## config.mk

```make
export PLATFORM = sky130hd
export DESIGN_NAME = pl_ctrl_flat
export DESIGN_NICKNAME = d
export VERILOG_FILES = /design/src/rtl/cpu_ctrl_pkg.sv /design/src/rtl/pipeline_io.sv /design/src/rtl/pl_irq_pri.sv /design/src/rtl/pl_ctrl.sv /design/src/flat_wrapper.sv
export SDC_FILE = /design/constraint.sdc
export NUM_CORES = 1
export LEC_CHECK = 0
export CAP_MARGIN = 20
export CORE_MARGIN = 5
export CORE_UTILIZATION = 46
export DETAILED_ROUTE_END_ITERATION = 16
export HOLD_SLACK_MARGIN = 0.03
export PLACE_DENSITY = 0.91
export SYNTH_ARGS = -nofsm -noshare
export SYNTH_HDL_FRONTEND = slang
export SYNTH_HIERARCHICAL = 1
export SYNTH_SLANG_ARGS = --single-unit
export TNS_END_PERCENT = 100
```

## constraint.sdc

```tcl
create_clock -name clk -period 2.1 [get_ports clk]
set_clock_uncertainty 0.1 [all_clocks]
set_input_delay 0.525 -clock clk [delete_from_list [all_inputs] [get_ports clk]]
set_output_delay 0.525 -clock clk [all_outputs]
set_load 0.03 [all_outputs]
```

## src/rtl/cpu_ctrl_pkg.sv

```systemverilog
// Shared types and constants for the core pipeline control logic.
package cpu_ctrl_pkg;

  // Word address (byte address >> 2) of a 32-bit core.
  typedef logic [29:0] WordAddr;

  localparam int unsigned CAUSE_W        = 4;
  localparam WordAddr     DEF_EXP_VECTOR = 30'h0000_0100;

  typedef enum logic [1:0] {
    RUN,
    PEND,
    TRAP
  } pl_state_t;

  typedef enum logic [2:0] {
    ILLEGAL,
    MISALIGN,
    OVERFLOW,
    SYSCALL,
    BUS_ERR
  } exp_code_t;

endpackage

```

## src/rtl/pipeline_io.sv

```systemverilog
// Per-stage pipeline register control: stall holds the stage, flush inserts a bubble.
interface pipeline_io;
  logic stall;
  logic flush;

  modport master (output stall, output flush);
  modport slave  (input  stall, input  flush);
endinterface

```

## src/rtl/pl_irq_pri.sv

```systemverilog
// Lowest-index priority encoder over the unmasked interrupt lines.
module pl_irq_pri #(
  parameter int unsigned IRQ_W = 8
) (
  input  logic [IRQ_W-1:0] irq,
  input  logic [IRQ_W-1:0] int_mask,
  output logic             any,
  output logic [2:0]       idx
);

  logic [IRQ_W-1:0] w_act;

  assign w_act = irq & ~int_mask;
  assign any   = |w_act;

  // Scan from the top so the lowest active line is the last one written.
  always_comb begin
    idx = 3'd0;
    for (int i = int'(IRQ_W) - 1; i >= 0; i--) begin
      if (w_act[i]) idx = 3'(i);
    end
  end

endmodule

```

## src/rtl/pl_ctrl.sv

```systemverilog
// Pipeline controller: per-stage stall/flush, redirect PC and trap state.
// Optional interrupt path enabled with `define PL_CTRL_IRQ_EN.
module pl_ctrl
  import cpu_ctrl_pkg::*;
#(
  parameter int unsigned IRQ_W      = 8,
  parameter WordAddr     EXP_VECTOR = DEF_EXP_VECTOR
) (
  input  logic               clk,
  input  logic               rst,
  pipeline_io.master         if_pl,
  pipeline_io.master         id_pl,
  pipeline_io.master         ex_pl,
  pipeline_io.master         mem_pl,
  output WordAddr            new_pc,
  input  logic               if_busy,
  input  logic               mem_busy,
  input  logic               ld_hazard,
  input  logic               exp_valid,
  input  logic [2:0]         exp_code,
  input  WordAddr            exp_pc,
  input  logic               eret,
  input  WordAddr            id_pc,
  input  logic [IRQ_W-1:0]   irq,
  input  logic               csr_we,
  input  logic [IRQ_W-1:0]   csr_wdata,
  output WordAddr            epc,
  output logic [CAUSE_W-1:0] cause,
  output logic               int_en,
  output logic [IRQ_W-1:0]   int_mask
);

  pl_state_t          r_state, w_state_d;
  logic [2:0]         r_pend_code;
  WordAddr            r_pend_pc;
  WordAddr            r_epc, w_epc_d;
  logic [CAUSE_W-1:0] r_cause, w_cause_d;
  logic               r_int_en, w_int_en_d;
  logic [IRQ_W-1:0]   r_int_mask, w_int_mask_d;
  WordAddr            r_new_pc, w_new_pc;
  logic [3:0]         w_stall, w_flush;  // {IF, ID, EX, MEM}
  logic               w_irq_any;
  logic [2:0]         w_irq_idx;
  logic               w_irq_take;
  logic               w_take_exp;
  logic [2:0]         w_exp_code;
  WordAddr            w_exp_pc;

`ifdef PL_CTRL_IRQ_EN
  pl_irq_pri #(
    .IRQ_W (IRQ_W)
  ) u_irq_pri (
    .irq      (irq),
    .int_mask (r_int_mask),
    .any      (w_irq_any),
    .idx      (w_irq_idx)
  );
  assign w_int_mask_d = csr_we ? csr_wdata : r_int_mask;
`else
  logic w_unused_irq;
  assign w_unused_irq = ^{irq, csr_we, csr_wdata};
  assign w_irq_any    = 1'b0;
  assign w_irq_idx    = 3'd0;
  assign w_int_mask_d = '1;
`endif

  // A latched exception is older than anything now in MEM, so it takes precedence.
  assign w_take_exp = !mem_busy && (exp_valid || (r_state == PEND));
  assign w_exp_code = (r_state == PEND) ? r_pend_code : exp_code;
  assign w_exp_pc   = (r_state == PEND) ? r_pend_pc   : exp_pc;
  assign w_irq_take = r_int_en && w_irq_any && !mem_busy;

  // Per-cycle priority resolution of stalls, flushes, redirect and trap updates.
  always_comb begin
    w_stall    = 4'b0000;
    w_flush    = 4'b0000;
    w_new_pc   = r_new_pc;
    w_state_d  = r_state;
    w_epc_d    = r_epc;
    w_cause_d  = r_cause;
    w_int_en_d = r_int_en;
    if (!rst) begin
      w_flush  = 4'b1000;
      w_new_pc = EXP_VECTOR;
    end else if (mem_busy) begin
      w_stall = 4'b1111;
      if (exp_valid && (r_state != PEND)) w_state_d = PEND;
    end else if (w_take_exp) begin
      w_flush    = 4'b1111;
      w_new_pc   = EXP_VECTOR;
      w_epc_d    = w_exp_pc;
      w_cause_d  = {1'b0, w_exp_code};
      w_int_en_d = 1'b0;
      w_state_d  = TRAP;
    end else if (eret) begin
      w_flush    = 4'b1111;
      w_new_pc   = r_epc;
      w_int_en_d = 1'b1;
      w_state_d  = RUN;
    end else if (w_irq_take) begin
      w_flush    = 4'b1111;
      w_new_pc   = EXP_VECTOR;
      w_epc_d    = id_pc;
      w_cause_d  = {1'b1, w_irq_idx};
      w_int_en_d = 1'b0;
      w_state_d  = TRAP;
    end else if (ld_hazard) begin
      w_stall = 4'b1100;
      w_flush = 4'b0010;
    end else if (if_busy) begin
      w_stall = 4'b1000;
      w_flush = 4'b0100;
    end
  end

  // Trap state, pending exception and last redirect target.
  always_ff @(posedge clk) begin
    if (!rst) begin
      r_state     <= RUN;
      r_pend_code <= 3'd0;
      r_pend_pc   <= '0;
      r_epc       <= '0;
      r_cause     <= '0;
      r_int_en    <= 1'b0;
      r_int_mask  <= '1;
      r_new_pc    <= EXP_VECTOR;
    end else begin
      r_state    <= w_state_d;
      r_epc      <= w_epc_d;
      r_cause    <= w_cause_d;
      r_int_en   <= w_int_en_d;
      r_int_mask <= w_int_mask_d;
      r_new_pc   <= w_new_pc;
      if (mem_busy && exp_valid && (r_state != PEND)) begin
        r_pend_code <= exp_code;
        r_pend_pc   <= exp_pc;
      end
    end
  end

  assign if_pl.stall  = w_stall[3];
  assign id_pl.stall  = w_stall[2];
  assign ex_pl.stall  = w_stall[1];
  assign mem_pl.stall = w_stall[0];
  assign if_pl.flush  = w_flush[3];
  assign id_pl.flush  = w_flush[2];
  assign ex_pl.flush  = w_flush[1];
  assign mem_pl.flush = w_flush[0];
  assign new_pc       = w_new_pc;
  assign epc          = r_epc;
  assign cause        = r_cause;
  assign int_en       = r_int_en;
  assign int_mask     = r_int_mask;

endmodule
```

## src/flat_wrapper.sv

```systemverilog
// flat-port wrapper written by rule: the top's interface ports become plain ports
module pl_ctrl_flat import cpu_ctrl_pkg::*;
#(
  parameter int unsigned IRQ_W      = 8,
  parameter WordAddr     EXP_VECTOR = DEF_EXP_VECTOR
)
  (clk, rst, new_pc, if_busy, mem_busy, ld_hazard, exp_valid, exp_code, exp_pc, eret, id_pc, irq, csr_we, csr_wdata, epc, cause, int_en, int_mask, if_pl_stall, if_pl_flush, id_pl_stall, id_pl_flush, ex_pl_stall, ex_pl_flush, mem_pl_stall, mem_pl_flush);
  pipeline_io if_pl_i ();
  pipeline_io id_pl_i ();
  pipeline_io ex_pl_i ();
  pipeline_io mem_pl_i ();
  input  logic clk;
  input  logic rst;
  output WordAddr new_pc;
  input  logic if_busy;
  input  logic mem_busy;
  input  logic ld_hazard;
  input  logic exp_valid;
  input  logic [2:0] exp_code;
  input  WordAddr exp_pc;
  input  logic eret;
  input  WordAddr id_pc;
  input  logic [IRQ_W-1:0] irq;
  input  logic csr_we;
  input  logic [IRQ_W-1:0] csr_wdata;
  output WordAddr epc;
  output logic [CAUSE_W-1:0] cause;
  output logic int_en;
  output logic [IRQ_W-1:0] int_mask;
  output wire logic [$bits(if_pl_i.stall)-1:0] if_pl_stall;
  output wire logic [$bits(if_pl_i.flush)-1:0] if_pl_flush;
  output wire logic [$bits(id_pl_i.stall)-1:0] id_pl_stall;
  output wire logic [$bits(id_pl_i.flush)-1:0] id_pl_flush;
  output wire logic [$bits(ex_pl_i.stall)-1:0] ex_pl_stall;
  output wire logic [$bits(ex_pl_i.flush)-1:0] ex_pl_flush;
  output wire logic [$bits(mem_pl_i.stall)-1:0] mem_pl_stall;
  output wire logic [$bits(mem_pl_i.flush)-1:0] mem_pl_flush;
  assign if_pl_stall = if_pl_i.stall;
  assign if_pl_flush = if_pl_i.flush;
  assign id_pl_stall = id_pl_i.stall;
  assign id_pl_flush = id_pl_i.flush;
  assign ex_pl_stall = ex_pl_i.stall;
  assign ex_pl_flush = ex_pl_i.flush;
  assign mem_pl_stall = mem_pl_i.stall;
  assign mem_pl_flush = mem_pl_i.flush;
  pl_ctrl #(.IRQ_W(IRQ_W), .EXP_VECTOR(EXP_VECTOR)) u_core (.clk(clk), .rst(rst), .if_pl(if_pl_i), .id_pl(id_pl_i), .ex_pl(ex_pl_i), .mem_pl(mem_pl_i), .new_pc(new_pc), .if_busy(if_busy), .mem_busy(mem_busy), .ld_hazard(ld_hazard), .exp_valid(exp_valid), .exp_code(exp_code), .exp_pc(exp_pc), .eret(eret), .id_pc(id_pc), .irq(irq), .csr_we(csr_we), .csr_wdata(csr_wdata), .epc(epc), .cause(cause), .int_en(int_en), .int_mask(int_mask));
endmodule
```

# After elaboration in Yosys (flattened, before gate mapping)
# Index checks and enable logic that the tools add are counted.
# totals
regBits,99
output_inout_bits,81
wordCells,46
# op_classes
n_eq_ne,3
n_mux,24
n_bitwise,1
n_reduce_logical,11
# op_table
cell,n
$mux W30,5
$mux W4,11
$mux W2,4
$mux W3,2
$reduce_and A2 Y1,3
$logic_and A1 B1 Y1,4
$ne A2 B1 Y1 const B,2
$reduce_bool A3 Y1,1
$eq A2 B1 Y1 const B,1
$mux W1,2
$reduce_bool A2 Y1,1
$logic_not A1 Y1,1
$logic_or A1 B1 Y1,1
$not A1 Y1,1

# Longest topological paths before layout
# logic_depth
word_depth,6
mapped_depth,6
depth_no_buf,3

# Worst setup path after synthesis
# No wires, ideal clock.
# synth_timing
path_type,input port to output port
from,input port exp_valid
to,output port mem_pl_flush
arrival_ns,1.849
required_time_ns,1.475
path_slack_ns,-0.374
stages,5
cell_sequence,buf_2 > inv_1 > a21o_1 > buf_2 > a21boi_0
# synth_between
elab_chain_len,5
# synth_rtl
item,line,text
from (decl),flat_wrapper.sv:18,input logic exp_valid;
$logic_or A1 B1 Y1,pl_ctrl.sv:68,assign w_take_exp = !mem_busy && (exp_valid || (r_state == PEND));
$logic_and A1 B1 Y1,pl_ctrl.sv:68,
$mux W4,pl_ctrl.sv:88,end else if (w_take_exp) begin
$mux W4,pl_ctrl.sv:85,end else if (mem_busy) begin
$mux W4,pl_ctrl.sv:82,if (!rst) begin
to (decl),flat_wrapper.sv:37,output wire logic [$bits(mem_pl_i.flush)-1:0] mem_pl_flush;
# No other way between the ends.

# Worst setup path in the final report
# layout_timing
from,input port mem_busy
to,output port new_pc[28]
# layout_between
elab_chain_len,5
# layout_rtl
item,line,text
from (decl),flat_wrapper.sv:16,input logic mem_busy;
$logic_not A1 Y1,pl_ctrl.sv:68,
$logic_and A1 B1 Y1,pl_ctrl.sv:68,
$mux W30,pl_ctrl.sv:88,
$mux W30 *,pl_ctrl.sv:85,
$mux W30 *,pl_ctrl.sv:82,
to (decl),flat_wrapper.sv:14,output WordAddr new_pc;
# Every way passes the cells marked *; elsewhere a longest branch is shown, timed or not.

==> results.sh <==
export IMPL_fin_crit_sh=1.11
export IMPL_grt_max_degree=64
export IMPL_ys_flop_type="dfxtp_1"
export IMPL_synth_seq_area_share=0.408
export IMPL_worstSetupPathType="input pin to output port"
export IMPL_drtPass1Iterations=5
export IMPL_whs_ps=376
export IMPL_io_pins=168
export IMPL_routed_wirelength_um=15700
export IMPL_synth_area_leader_cell="dfxtp_1"
export IMPL_synthesis_area_um2=4860
export IMPL_rsz0062_at_grt="yes"
export IMPL_cp_num_buf_inv=4
export IMPL_startpoint_type="input pin"
export IMPL_cts_buffers=9
export IMPL_dp_final_hpwl_um=8940
export IMPL_finalWorstSetupSlack_ps=-223
export IMPL_overflow=0
export IMPL_placeableCoreArea_um2=10300
export IMPL_hold_violations=0
export IMPL_crit_arrival_ps=1700
export IMPL_cts_tree="yes"
export IMPL_grt_pass1_wl_um=22900
export IMPL_htree_levels=3
export IMPL_die_y_um=113
export IMPL_clock_sinks=99
export IMPL_antenna_left=0
export IMPL_routabilityCongestion=0.827
export IMPL_placedCellCount=770
export IMPL_finalSetupViolCount=32
export IMPL_p_leak_nw=3.27
export IMPL_cp_cell_sequence="buf_6 -> nand2b_4 -> buf_6 -> buf_8 -> mux2_4 -> and3_4 -> buf_6"
export IMPL_initial_core_util=0.471
export IMPL_viasPerCell=5.84
export IMPL_nets=760
export IMPL_rr_worst_depth=8
export IMPL_slew_violations=0
export IMPL_cp_top_family="buffers and inverters"
export IMPL_ff2ff_setup_slack_ps=120
export IMPL_fill_cells=709
export IMPL_status="finished, violations left"
export IMPL_drive_gt1_frac=0.285
export IMPL_cp_startpoint="mem_busy"
export IMPL_cpMostUsedCell="buf_6"
export IMPL_critPathMaxStageDelay_ps=310
export IMPL_synth_area_top_cells="dfxtp_1, mux2_4, and3_1"
export IMPL_drt_iter0_markers=428
export IMPL_worstMarginPinSlew_ps=522
export IMPL_syn_inst=555
export IMPL_fin_cells=814
export IMPL_r2r_start="u_core/r_state[1]"
export IMPL_syn_area_per_cell_um2=8.76
export IMPL_ys_warn_count=6
export IMPL_clock_path_buffers=2
export IMPL_clkLatencyLatePin_ps=380
export IMPL_num_vias=4751
export IMPL_violations="setup timing"
export IMPL_detail_route_wl_per_cell_um=19.3
export IMPL_rows=37
export IMPL_irDropWorstVdd_mv=0.327
export IMPL_ys_ff_latch=99
export IMPL_powerDensity_nw_per_um2=599
export IMPL_slew_headroom=0.652
export IMPL_antennaDiodeCount=0
export IMPL_critPathRequiredTime_ps=1470
export IMPL_portBuffers=111
export IMPL_crit_cells=7
export IMPL_die_area_um2=12700
export IMPL_maxCapViolCount=0
export IMPL_critPathSlowestCell="mux2_4"
export IMPL_post_synth_top_count_cell="dfxtp_1"
export IMPL_crit_end="new_pc[28]"
export IMPL_synth_top_area_share=0.408
export IMPL_fmax_mhz=430
export IMPL_synthArstFlopShare=0
export IMPL_cts_root_buf="clkbuf_8"
export IMPL_period_needed_ps=2320
export IMPL_clk_pin_slew_ps=90
export IMPL_antenna_found_initial=0
export IMPL_track_usage=0.220
export IMPL_die_w_um=113
export IMPL_min_path_type="register to register"
export IMPL_area_growth_pct=44.9
export IMPL_crit_path_max_fanout=7
export IMPL_synth_edf_count=0
export IMPL_cp_end_kind="output port"
export IMPL_synth_cell_types=30
export IMPL_drc=0
export IMPL_first_global_vias=4626
export IMPL_yosys_top_cells_count="dfxtp_1, nand2_1, and3_1"
export IMPL_reg2reg_to="u_core/epc[10]"
## cell type report
type	instances	area (um2)	area share
Clock buffer	10	138	0.0195
Clock inverter	6	47.5	0.00674
Inverter	2	7.51	0.00106
Multi-Input combinational cell	390	2800	0.397
Sequential cell	99	1980	0.282
Tap cell	136	170	0.0241
Timing Repair Buffer	171	1910	0.271
## power by group
group	internal, W	leakage, nW	switching, W	total (W)
clock	0.000476	0.0937	0.000698	0.00117
combinational	0.000468	2.36	0.000549	0.00102
sequential	0.00197	0.809	0.0000664	0.00203
total	0.00291	3.27	0.00131	0.00422
## how the worst min path moves through the flow
| stage | startpoint | endpoint | slack, ps | depth (start not counted) |
|---|---|---|---|---|
| floorplan | u_core/r_pend_pc[19] | u_core/epc[19] | 350 | 2 |
| global placement | u_core/r_pend_pc[29] | u_core/epc[29] | 350 | 2 |
| detailed placement | u_core/r_pend_pc[1] | u_core/epc[1] | 360 | 2 |
| CTS | rst | u_core/r_state[0] | 350 | 3 |
| global route | rst | u_core/r_state[0] | 390 | 3 |
| finish | u_core/r_pend_pc[1] | u_core/epc[1] | 380 | 2 |
## metrics by stage
| step | utilization | total power, W | setup slack, ps | TNS, ps | area, um2 |
|---|---|---|---|---|---|
| final | 0.683 | 0.00422 | -223 | -5810 | 7050 |
| after global routing | 0.683 | 0.00439 | -238 | -6490 | 7050 |
| after CTS | 0.656 | 0.00417 | -216 | -6130 | 6780 |
| after detailed placement | 0.595 | 0.00293 | -559 | -27940 | 6140 |
| after global placement | 0.595 | 0.00290 | -528 | -26860 | 6140 |
| after floorplan | - | 0.00259 | -60.7 | -215 | 4980 |
## layer usage
metal / track usage / part of all wire
met3: 0.0369 / 0.061
met2: 0.380 / 0.50
met5: 0 / 0
met1: 0.269 / 0.41
met4: 0.101 / 0.029
## cells in the final DEF, fill, tap and decap left out, types with 7 or more instances in the layout
cell	netlist	final
a21boi_1	14	14
conb_1	2	9
nand2_1	68	68
nand3_1	37	35
a21boi_0	21	20
dfxtp_1	99	97
clkdlybuf4s50_1	0	38
buf_6	4	41
and3_1	59	30
buf_12	0	7
and3_4	0	29
dlygate4sd2_1	0	15
o311ai_0	33	33
nand2b_1	36	35
o21ai_0	34	34
buf_4	10	41
a31oi_1	36	34
mux2_4	25	29
dlymetal6s2s_1	0	16
clkbuf_8	0	10
## kinds of logic (layout without fill, tap and decap cells)
logic type | count (synthesis) | count (layout) | synth area share
simple gates | 207 | 207 | 0.222
mux | 30 | 30 | 0.0885
buf+inv | 74 | 189 | 0.0774
other cells | 2 | 9 | 0.00154
compound gates | 143 | 144 | 0.203
flops | 99 | 99 | 0.408
## worst register-to-register path, cell delays in order, from the launching register on
cell	delay, ps
dfxtp_2	330
nand2b_4	170
buf_8	140
buf_4	130
buf_4	150
buf_4	250
a21oi_4	220
buf_4	240
a31oi_1	130
## flip-flops by register name, indices dropped and copies added (netlist names)
name / flops
u_core/epc: 30
u_core/r_new_pc: 30
u_core/r_pend_pc: 30
u_core/cause: 3
u_core/r_pend_code: 3
u_core/r_state: 2
u_core/int_en: 1
## timing repair
item | in CTS | in global routing
gates resized for setup | 89 | 37
pin swaps | 6 | 17
hold buffers | 0 | 0
cloned | 5 | 7
buffers inserted | 10 | 8
setup endpoints to repair | 48 | 50
(Power assumes the default switching activity.)
